==> config.mk <==
export PLATFORM = sky130hd
export DESIGN_NAME = instruction_fetch_queue
export DESIGN_NICKNAME = d
export VERILOG_FILES = /design/src/rtl/ifq_pkg.sv /design/src/rtl/ifq_fifo.sv /design/src/rtl/instruction_fetch_queue.sv
export SDC_FILE = /design/constraint.sdc
export NUM_CORES = 1
export LEC_CHECK = 0
export BUFFER_PORTS_ARGS = -buffer_cell sky130_fd_sc_hd__buf_2
export CORE_UTILIZATION = 57
export CTS_CLUSTER_SIZE = 40
export DETAILED_ROUTE_END_ITERATION = 10
export GPL_TIMING_DRIVEN = 0
export PLACE_DENSITY_LB_ADDON = 0.2
export SKIP_CTS_REPAIR_TIMING = 1
export SYNTH_ARGS = -nofsm -noshare
export SYNTH_HDL_FRONTEND = slang
export SYNTH_SLANG_ARGS = --single-unit
==> constraint.sdc <==
create_clock -name clk -period 3.49 [get_ports clk]
set_input_delay 0 -clock clk [delete_from_list [all_inputs] [get_ports clk]]
set_output_delay 0 -clock clk [all_outputs]
set_load 0.01 [all_outputs]
==> src/rtl/ifq_pkg.sv <==
// Shared types and default widths for the instruction fetch queue.
// The IFQ_BYPASS_EN option is consumed by instruction_fetch_queue, not here.
package ifq_pkg;

   typedef enum logic [1:0] {
      IFQ_IDLE    = 2'd0,
      IFQ_WAIT    = 2'd1,
      IFQ_DISCARD = 2'd2
   } ifq_state_t;

   localparam int IFQ_ADDR_W = 5;
   localparam int IFQ_DATA_W = 32;

endpackage

==> src/rtl/ifq_fifo.sv <==
// Synchronous FIFO holding {pc, instruction} entries for the decode stage.
// Clear wins over push/pop; pop on empty and push on full are ignored.
module ifq_fifo #(
   parameter  int WIDTH = 37,
   parameter  int DEPTH = 4,
   localparam int PTR_W = $clog2(DEPTH),
   localparam int CNT_W = PTR_W + 1
) (
   input  logic             clk,
   input  logic             reset,
   input  logic             clear_i,
   input  logic             push_i,
   input  logic             pop_i,
   input  logic [WIDTH-1:0] wdata_i,
   output logic [WIDTH-1:0] rdata_o,
   output logic [CNT_W-1:0] count_o,
   output logic             empty_o
);

   localparam logic [CNT_W-1:0] FULL_CNT = CNT_W'(DEPTH);

   logic [WIDTH-1:0] mem_q [DEPTH];
   logic [PTR_W-1:0] wptr_q, wptr_d;
   logic [PTR_W-1:0] rptr_q, rptr_d;
   logic [CNT_W-1:0] count_q, count_d;
   logic             full;
   logic             do_push;
   logic             do_pop;

   assign empty_o = (count_q == '0);
   assign full    = (count_q == FULL_CNT);
   assign do_pop  = pop_i & ~empty_o & ~clear_i;
   assign do_push = push_i & (~full | do_pop) & ~clear_i;

   // NOTE: every variable gets its default first so no path leaves it unassigned (no latch).
   always_comb begin
      wptr_d  = wptr_q;
      rptr_d  = rptr_q;
      count_d = count_q;
      if (clear_i) begin
         wptr_d  = '0;
         rptr_d  = '0;
         count_d = '0;
      end else begin
         if (do_push) wptr_d = wptr_q + 1'b1;
         if (do_pop)  rptr_d = rptr_q + 1'b1;
         case ({do_push, do_pop})
            2'b10:   count_d = count_q + 1'b1;
            2'b01:   count_d = count_q - 1'b1;
            default: count_d = count_q;
         endcase
      end
   end

   // NOTE: state registers use non-blocking assignments so all flops update together.
   always_ff @(posedge clk or posedge reset) begin
      if (reset) begin
         wptr_q  <= '0;
         rptr_q  <= '0;
         count_q <= '0;
      end else begin
         wptr_q  <= wptr_d;
         rptr_q  <= rptr_d;
         count_q <= count_d;
      end
   end

   // NOTE: storage is not reset; the read port is forced to zero while empty instead.
   always_ff @(posedge clk) begin
      if (do_push) mem_q[wptr_q] <= wdata_i;
   end

   assign rdata_o = empty_o ? '0 : mem_q[rptr_q];
   assign count_o = count_q;

endmodule

==> src/rtl/instruction_fetch_queue.sv <==
// Fetch queue: one outstanding instruction read per accepted PC, results buffered for decode.
// Define IFQ_BYPASS_EN to forward a response straight to decode when the FIFO is empty.
module instruction_fetch_queue
   import ifq_pkg::*;
#(
   parameter int ADDR_W = IFQ_ADDR_W,
   parameter int DATA_W = IFQ_DATA_W,
   parameter int DEPTH  = 4
) (
   input  logic              clk,
   input  logic              reset,
   input  logic [ADDR_W-1:0] pc_in,
   input  logic              pc_valid,
   output logic              pc_ready,
   output logic              mem_req,
   output logic [ADDR_W-1:0] mem_addr,
   input  logic [DATA_W-1:0] mem_rdata,
   input  logic              mem_rvalid,
   input  logic              flush,
   output logic [DATA_W-1:0] ins_out,
   output logic [ADDR_W-1:0] ins_pc,
   output logic              ins_valid,
   input  logic              ins_ready
);

   localparam int CNT_W = $clog2(DEPTH) + 1;
   localparam logic [CNT_W-1:0] FULL_CNT = CNT_W'(DEPTH);

   ifq_state_t        state_q, state_d;
   logic [ADDR_W-1:0] req_pc_q, req_pc_d;
   logic              mem_req_q, mem_req_d;
   logic [ADDR_W-1:0] mem_addr_q, mem_addr_d;

   logic                     fifo_push;
   logic                     fifo_pop;
   logic                     fifo_empty;
   logic [CNT_W-1:0]         fifo_count;
   logic [ADDR_W+DATA_W-1:0] fifo_rdata;
   logic                     bypass_take;
   logic                     pc_fire;

`ifdef IFQ_BYPASS_EN
   assign bypass_take = (state_q == IFQ_WAIT) & mem_rvalid & ~flush & fifo_empty & ins_ready;
`else
   assign bypass_take = 1'b0;
`endif

   // The slot for the outstanding read is reserved because requests are only taken in IDLE.
   assign pc_ready = (state_q == IFQ_IDLE) & (fifo_count < FULL_CNT) & ~flush;
   assign pc_fire  = pc_valid & pc_ready;

   always_comb begin
      state_d    = state_q;
      req_pc_d   = req_pc_q;
      mem_req_d  = 1'b0;
      mem_addr_d = mem_addr_q;
      fifo_push  = 1'b0;
      if (flush) begin
         // A response landing in the flush cycle is dropped here, otherwise DISCARD would never exit.
         if (mem_rvalid && state_q != IFQ_IDLE) state_d = IFQ_IDLE;
         else if (state_q == IFQ_WAIT)          state_d = IFQ_DISCARD;
      end else begin
         unique case (state_q)
            IFQ_IDLE: begin
               if (pc_fire) begin
                  state_d    = IFQ_WAIT;
                  req_pc_d   = pc_in;
                  mem_req_d  = 1'b1;
                  mem_addr_d = pc_in;
               end
            end
            IFQ_WAIT: begin
               if (mem_rvalid) begin
                  state_d   = IFQ_IDLE;
                  fifo_push = ~bypass_take;
               end
            end
            IFQ_DISCARD: begin
               if (mem_rvalid) state_d = IFQ_IDLE;
            end
            default: state_d = IFQ_IDLE;
         endcase
      end
   end

   always_ff @(posedge clk or posedge reset) begin
      if (reset) begin
         state_q    <= IFQ_IDLE;
         req_pc_q   <= '0;
         mem_req_q  <= 1'b0;
         mem_addr_q <= '0;
      end else begin
         state_q    <= state_d;
         req_pc_q   <= req_pc_d;
         mem_req_q  <= mem_req_d;
         mem_addr_q <= mem_addr_d;
      end
   end

   assign fifo_pop = ins_ready & ~fifo_empty;

   ifq_fifo #(
      .WIDTH (ADDR_W + DATA_W),
      .DEPTH (DEPTH)
   ) u_fifo (
      .clk     (clk),
      .reset   (reset),
      .clear_i (flush),
      .push_i  (fifo_push),
      .pop_i   (fifo_pop),
      .wdata_i ({req_pc_q, mem_rdata}),
      .rdata_o (fifo_rdata),
      .count_o (fifo_count),
      .empty_o (fifo_empty)
   );

   assign mem_req   = mem_req_q;
   assign mem_addr  = mem_addr_q;
   assign ins_valid = bypass_take | ~fifo_empty;
   assign {ins_pc, ins_out} = bypass_take ? {req_pc_q, mem_rdata} : fifo_rdata;

endmodule

==> results.py, run 1 <==
metrics = {
    "global_routing": {
        "track_usage_pct": 20.9,
        "antenna_found_initial": 0,
        "grt_pass1_wl_um": 17300,
        "gr-total-overflow": 0,
        "grt_pass1_vias": 3376,
        "grt_max_degree": 30,
    },
    "sta": {
        "fin_skew_ps": 7.07,
        "grt_setup_unrepaired": "no",
        "finalCritPeriodShare_pct": 75.4,
        "fin_ws_ps": 858,
        "holdWs_ps": -18.0,
        "finalHoldViolCount": 1,
        "fmax_mhz": 380,
        "min_period_ps": 2630,
        "max_slew_margin_pct": 57.9,
        "fin_tns_setup_ps": 0,
        "drv_slew": 0,
        "worstMarginPinSlew_ps": 631,
        "setup_viol": 0,
    },
    "clock_tree": {
        "cts.sinks": 163,
        "clock-root-buffer": "clkbuf_16",
        "cts_tree": "yes",
        "cts.path.max_buffers": 2,
        "clk_latency_ps": 420,
        "cts_buffers": 17,
        "clk_pin_slew_ps": 60,
        "htreeDepth": 4,
    },
    "placed_design": {
        "place_congestion": 0.766,
        "pre_cts_slack_ps": 887,
        "io_buffers": 87,
        "place_area_mm2": 0.00716,
        "dp_hpwl_um": 6960,
    },
    "final_layout": {
        "diodes": 0,
        "seqCellArea_mm2": 0.00482,
        "multi_input_area_mm2": 0.00154,
        "layout-drive-gt1-share_pct": 37.0,
        "nets": 521,
        "fillers": 678,
        "finalInstanceArea_mm2": 0.00809,
        "fin_util_pct": 74.0,
        "syn_to_final_growth_pct": 25.2,
    },
    "run_status": {
        "outcome": "complete, but fails checks",
        "violations": "hold timing",
    },
    "flow_run": {
        "drv_cap": 0,
    },
    "power": {
        "fin_total_pwr_mw": 4.99,
        "clkPwrFrac_pct": 33.2,
        "p_leak_nw": 2.94,
        "p_per_area_mw_per_mm2": 617,
        "seq_power_share_pct": 46.7,
        "p_int_mw": 3.66,
        "ir_worst_vdd_v": 0.000414,
        "switching_share_pct": 26.6,
        "switching_power_mw": 1.33,
        "combPwrFrac_pct": 20.1,
    },
    "logic_synthesis": {
        "netlist-cell-type-count": 32,
        "synthesis.nets": 372,
        "yosys.area.top_type": "edfxtp_1",
        "synth-edff-count": 148,
        "yosysMostFrequentCell": "edfxtp_1",
        "netlist_area_mm2": 0.00646,
        "synth_top_area_share_pct": 68.8,
        "synth_area_leaders": "edfxtp_1 (69%), mux4_2 (13%), dfrtp_1 (5.8%), and2_1 (4.1%), ha_1 (1.2%)",
        "synth_area_per_cell_um2": 20.1,
        "synth-seq-cells": 163,
        "ys.flop_type": "edfxtp_1",
        "synthTopCellsByCount": "edfxtp_1 (148), and2_1 (42), mux4_2 (37)",
        "ys_seq_area_share_pct": 74.6,
        "ys_warn_count": 0,
        "synthArstFlopShare_pct": 9.20,
        "netlist_instances": 322,
    },
    "worst_setup_path": {
        "crit_path_start_kind": "flip-flop",
        "cp.required_ps": 3820,
        "cp.arrival_ps": 2970,
        "end_kind": "flip-flop",
        "cp_max_fo": 10,
        "path_class": "reg -> reg",
    },
    "die": {
        "initial_utilization_pct": 59.1,
        "io_pins": 88,
        "fp.dieH_um": 108,
        "core-area_mm2": 0.0109,
        "die_area_mm2": 0.0118,
        "die_w_um": 108,
        "rows": 38,
    },
    "detailed_routing": {
        "drt_iter0_drc": 180,
        "drc": 0,
        "vias": 3430,
        "routed_wl_um": 11800,
        "ant_nets": 0,
        "first_pass_iters": 4,
        "viasPerCell": 5.50,
        "wl_per_cell_um": 18.9,
    },
    "worst_hold_path": {
        "hold_class": "in -> reg",
    },
}
-- logic make-up after synthesis --
group | count (synthesis) | share of synthesized area, %
flip-flops | 163 | 74.6
AND/OR/NAND/NOR | 69 | 6.20
multiplexers | 45 | 14.3
buffers and inverters | 22 | 1.72
AO/OA/AOI/OAI | 12 | 1.22
adder cells (fa/ha/maj) | 7 | 1.47
XOR/XNOR | 4 | 0.542
-- critical path: stages, from the launching register on --
cell,delay (ps)
dfrtp_1,360
buf_2,180
or3_4,380
clkbuf_1,260
nand2_1,170
nor3b_1,70
fa_1,480
nor3_1,310
o21ai_0,150
a31oi_1,180
-- area by class of cell --
type	instances	area share [%]
multi-input cells	137	19.0
clock inverters	15	1.33
repair buffers	130	11.3
plain buffers	15	1.05
clock buffers	17	5.26
well taps	140	2.17
flip-flops and latches	163	59.6
inverters	7	0.325
-- sequential cells by signal, summed over array words and instances (netlist names) --
| register | flops |
|---|---|
| u_fifo.mem_q | 148 |
| mem_addr | 5 |
| u_fifo.count_o | 3 |
| state_q | 2 |
| u_fifo.rptr_q | 2 |
| u_fifo.wptr_q | 2 |
| mem_req | 1 |
-- cells in the final DEF (no fill, tap or decap), types with 4 or more instances in the layout --
master,n
nand2_1,6
nor2_1,9
and2_1,38
nand2b_1,4
dlygate4sd3_1,39
buf_2,92
inv_6,4
ha_1,6
clkinv_2,4
mux2_2,6
edfxtp_1,148
mux4_2,37
dfrtp_1,15
inv_1,7
clkbuf_16,17
and2_2,4
clkbuf_1,6
-- per-stage QoR --
| step | hold WS [ps] | instances |
|---|---|---|
| 4_1_cts | -355 | 585 |
| 3_5_place_dp | 85.2 | 553 |
| 2_1_floorplan | -98.5 | 322 |
| 3_3_place_gp | 83.7 | 549 |
| 6_report | -18.0 | 624 |
| 5_1_grt | 6.74 | 624 |
-- layer usage --
metal | track usage, % | vias up | share of wire (%)
met5 | 0 | - | 0
met1 | 26.2 | 1734 | 40
li1 | - | 1575 | -
met2 | 34.7 | 98 | 53
met3 | 4.94 | 23 | 4.2
met4 | 9.85 | 0 | 2.6
-- path summary, 6_finish.rpt --
check / startpoint / to / slack [ps] / cells after the start
worst max register to register: u_fifo.count_o[2] / u_fifo.count_o[2] / 860 / 9
worst min register to register: mem_addr[0] / u_fifo.mem_q[1][32] / 530 / 0
min in group asynchronous: reset / state_q[0] / 200 / 3
max in group asynchronous: reset / u_fifo.wptr_q[0] / 2900 / 3
worst max-delay path: u_fifo.count_o[2] / u_fifo.count_o[2] / 860 / 9
worst min-delay path: flush / state_q[0] / -20 / 3
-- power groups by stage --
stage,Clock (mW),Combinational [mW],Sequential (mW)
floorplan,0,0.623,2.37
global placement,0,0.950,2.36
detailed placement,0,0.977,2.37
CTS,1.68,0.984,2.33
global route,1.77,1.10,2.35
finish,1.66,1.00,2.33
(Power assumes the default switching activity.)
==> run 2, diff against run 1 <==
==> constraint.sdc (replaced) <==
create_clock -name clk -period 2.5 [get_ports clk]
set_input_delay 0 -clock clk [delete_from_list [all_inputs] [get_ports clk]]
set_output_delay 0 -clock clk [all_outputs]
set_load 0.01 [all_outputs]
==> run 2 against run 1 <==
The flow still finishes with violations (hold timing); via count decreased by 1.8%; final area about the same; cell count decreased by 0.80%; total power increased by 46%; sequential power increased by 40%; largest power group unchanged; highest routed layer unchanged.
==> results.py, run 2 (same netlist as run 1, synthesis figures left out) <==
metrics = {
    "worst_hold_path": {
        "hold-path-cell-count": 3,
        "hold_end": "state_q[0]",
        "hold_class": "in -> reg",
        "min_from": "flush",
    },
    "sta": {
        "holdWs_ps": -5.45,
        "min_period_ps": 2270,
        "fin_tns_setup_ps": 0,
        "setup_viol": 0,
        "fmax_mhz": 440,
        "worstMarginPinSlew_ps": 664,
        "finalCritPeriodShare_pct": 91.0,
        "max_slew_margin_pct": 55.7,
        "fin_ws_ps": 225,
        "finalHoldViolCount": 1,
        "drv_slew": 0,
        "fin_skew_ps": 7.55,
        "grt_setup_unrepaired": "no",
    },
    "placed_design": {
        "pre_cts_slack_ps": -314,
        "place_congestion": 0.787,
        "io_buffers": 87,
        "placedCellCount": 549,
        "dp_hpwl_um": 6670,
    },
    "final_layout": {
        "nets": 516,
        "syn_to_final_growth_pct": 25.2,
        "diodes": 0,
        "seqCellArea_mm2": 0.00482,
        "fillers": 692,
        "stdcell_count": 619,
        "final_common_cell": "edfxtp_1",
        "mostFrequentLayoutCells": "edfxtp_1 (148), buf_2 (92), dlygate4sd3_1 (39)",
        "layout-drive-gt1-share_pct": 36.3,
        "multi_input_area_mm2": 0.00156,
        "largest_reg_flops": 148,
        "top_register": "u_fifo.mem_q",
    },
    "clock_tree": {
        "clock-root-buffer": "clkbuf_16",
        "htreeDepth": 4,
        "cts.sinks": 163,
        "clk_pin_slew_ps": 60,
        "cts.path.max_buffers": 2,
        "clk_latency_ps": 420,
        "cts_tree": "yes",
        "cts_buffers": 17,
    },
    "die": {
        "fp.dieH_um": 108,
        "die_area_mm2": 0.0118,
        "rows": 38,
        "core-area_mm2": 0.0109,
        "io_pins": 88,
        "die_w_um": 108,
        "initial_utilization_pct": 59.1,
    },
    "run_status": {
        "outcome": "complete, but fails checks",
        "violations": "hold timing",
    },
    "power": {
        "p_leak_nw": 2.94,
        "fin_total_pwr_mw": 7.28,
        "p_per_area_mw_per_mm2": 900,
        "ir_worst_vdd_v": 0.000598,
    },
    "global_routing": {
        "gr-total-overflow": 0,
        "track_usage_pct": 20.8,
        "antenna_found_initial": 0,
        "grt_pass1_wl_um": 17200,
        "grt_pass1_vias": 3378,
        "grt_max_degree": 38,
    },
    "flow_run": {
        "drv_cap": 0,
    },
    "detailed_routing": {
        "viasPerCell": 5.44,
        "ant_nets": 0,
        "drt_iter0_drc": 221,
        "drc": 0,
        "first_pass_iters": 4,
        "vias": 3368,
        "wl_per_cell_um": 18.4,
        "routed_wl_um": 11400,
    },
    "worst_setup_path": {
        "cp.required_ps": 2550,
        "reg2reg_depth": 6,
        "ff2ff_setup_slack_ps": 230,
        "cp.arrival_ps": 2320,
        "crit_path_start_kind": "flip-flop",
        "end_kind": "flip-flop",
        "path_class": "reg -> reg",
        "cp_max_fo": 37,
        "r2r_end": "u_fifo.mem_q[2][26]",
        "rr_startpoint": "state_q[1]",
    },
}
run 2: changes by cell type in the layout (fill, tap and decap cells not counted), moves of 2 or more:
cell        change
clkinv_4        -2
clkinvlp_4      -2
bufinv_16       +4
and2_2          -4
clkbuf_1        +3
and2_4          +4
inv_6           -4
buf_12          -3
run 2: area by class of cell:
class	count	share of cell area, %
clock inverter	11	1.98
clock buffer	21	5.44
sequential	163	59.6
inverter	7	0.325
buffer	14	1.01
timing repair buffer	126	10.2
multi-input combinational	137	19.3
tap	140	2.17
run 2: worst max-delay path by stage:
stage | slack, ps | cells after the start | to | startpoint
final | 230 | 6 | u_fifo.mem_q[2][26] | state_q[1]
after global routing | 80 | 6 | u_fifo.mem_q[2][31] | state_q[1]
after CTS | -350 | 6 | u_fifo.mem_q[2][10] | state_q[1]
after detailed placement | -310 | 6 | u_fifo.mem_q[2][0] | state_q[1]
after global placement | -200 | 6 | u_fifo.mem_q[1][29] | state_q[1]
after floorplan | 300 | 6 | u_fifo.mem_q[0][0] | state_q[1]
run 2: where the power goes:
| group | switching (mW) | internal (mW) |
|---|---|---|
| clock network | 0.965 | 1.66 |
| logic | 0.713 | 0.689 |
| registers | 0.105 | 3.15 |
run 2: through the flow:
| stage | util (%) | area [um2] |
|---|---|---|
| after global routing | 74.0 | 8090 |
| final | 74.0 | 8090 |
| after CTS | 70.2 | 7680 |
| after detailed placement | 64.7 | 7080 |
| after floorplan | - | 6470 |
| after global placement | 64.7 | 7080 |
run 2: routing by layer:
metal	track usage [%]	vias to the layer above	routed length [um]
met2	35.2	101	5930
met5	0	-	0
met1	25.5	1693	4810
met4	7.63	0	153
li1	-	1557	-
met3	6.15	17	493
run 2: worst max-delay path, stage by stage (launching register included):
cell	delay, ps
dfrtp_1	360
inv_1	110
ha_1	270
nand2_2	140
a31oi_4	200
nor2b_2	250
and2_4	580
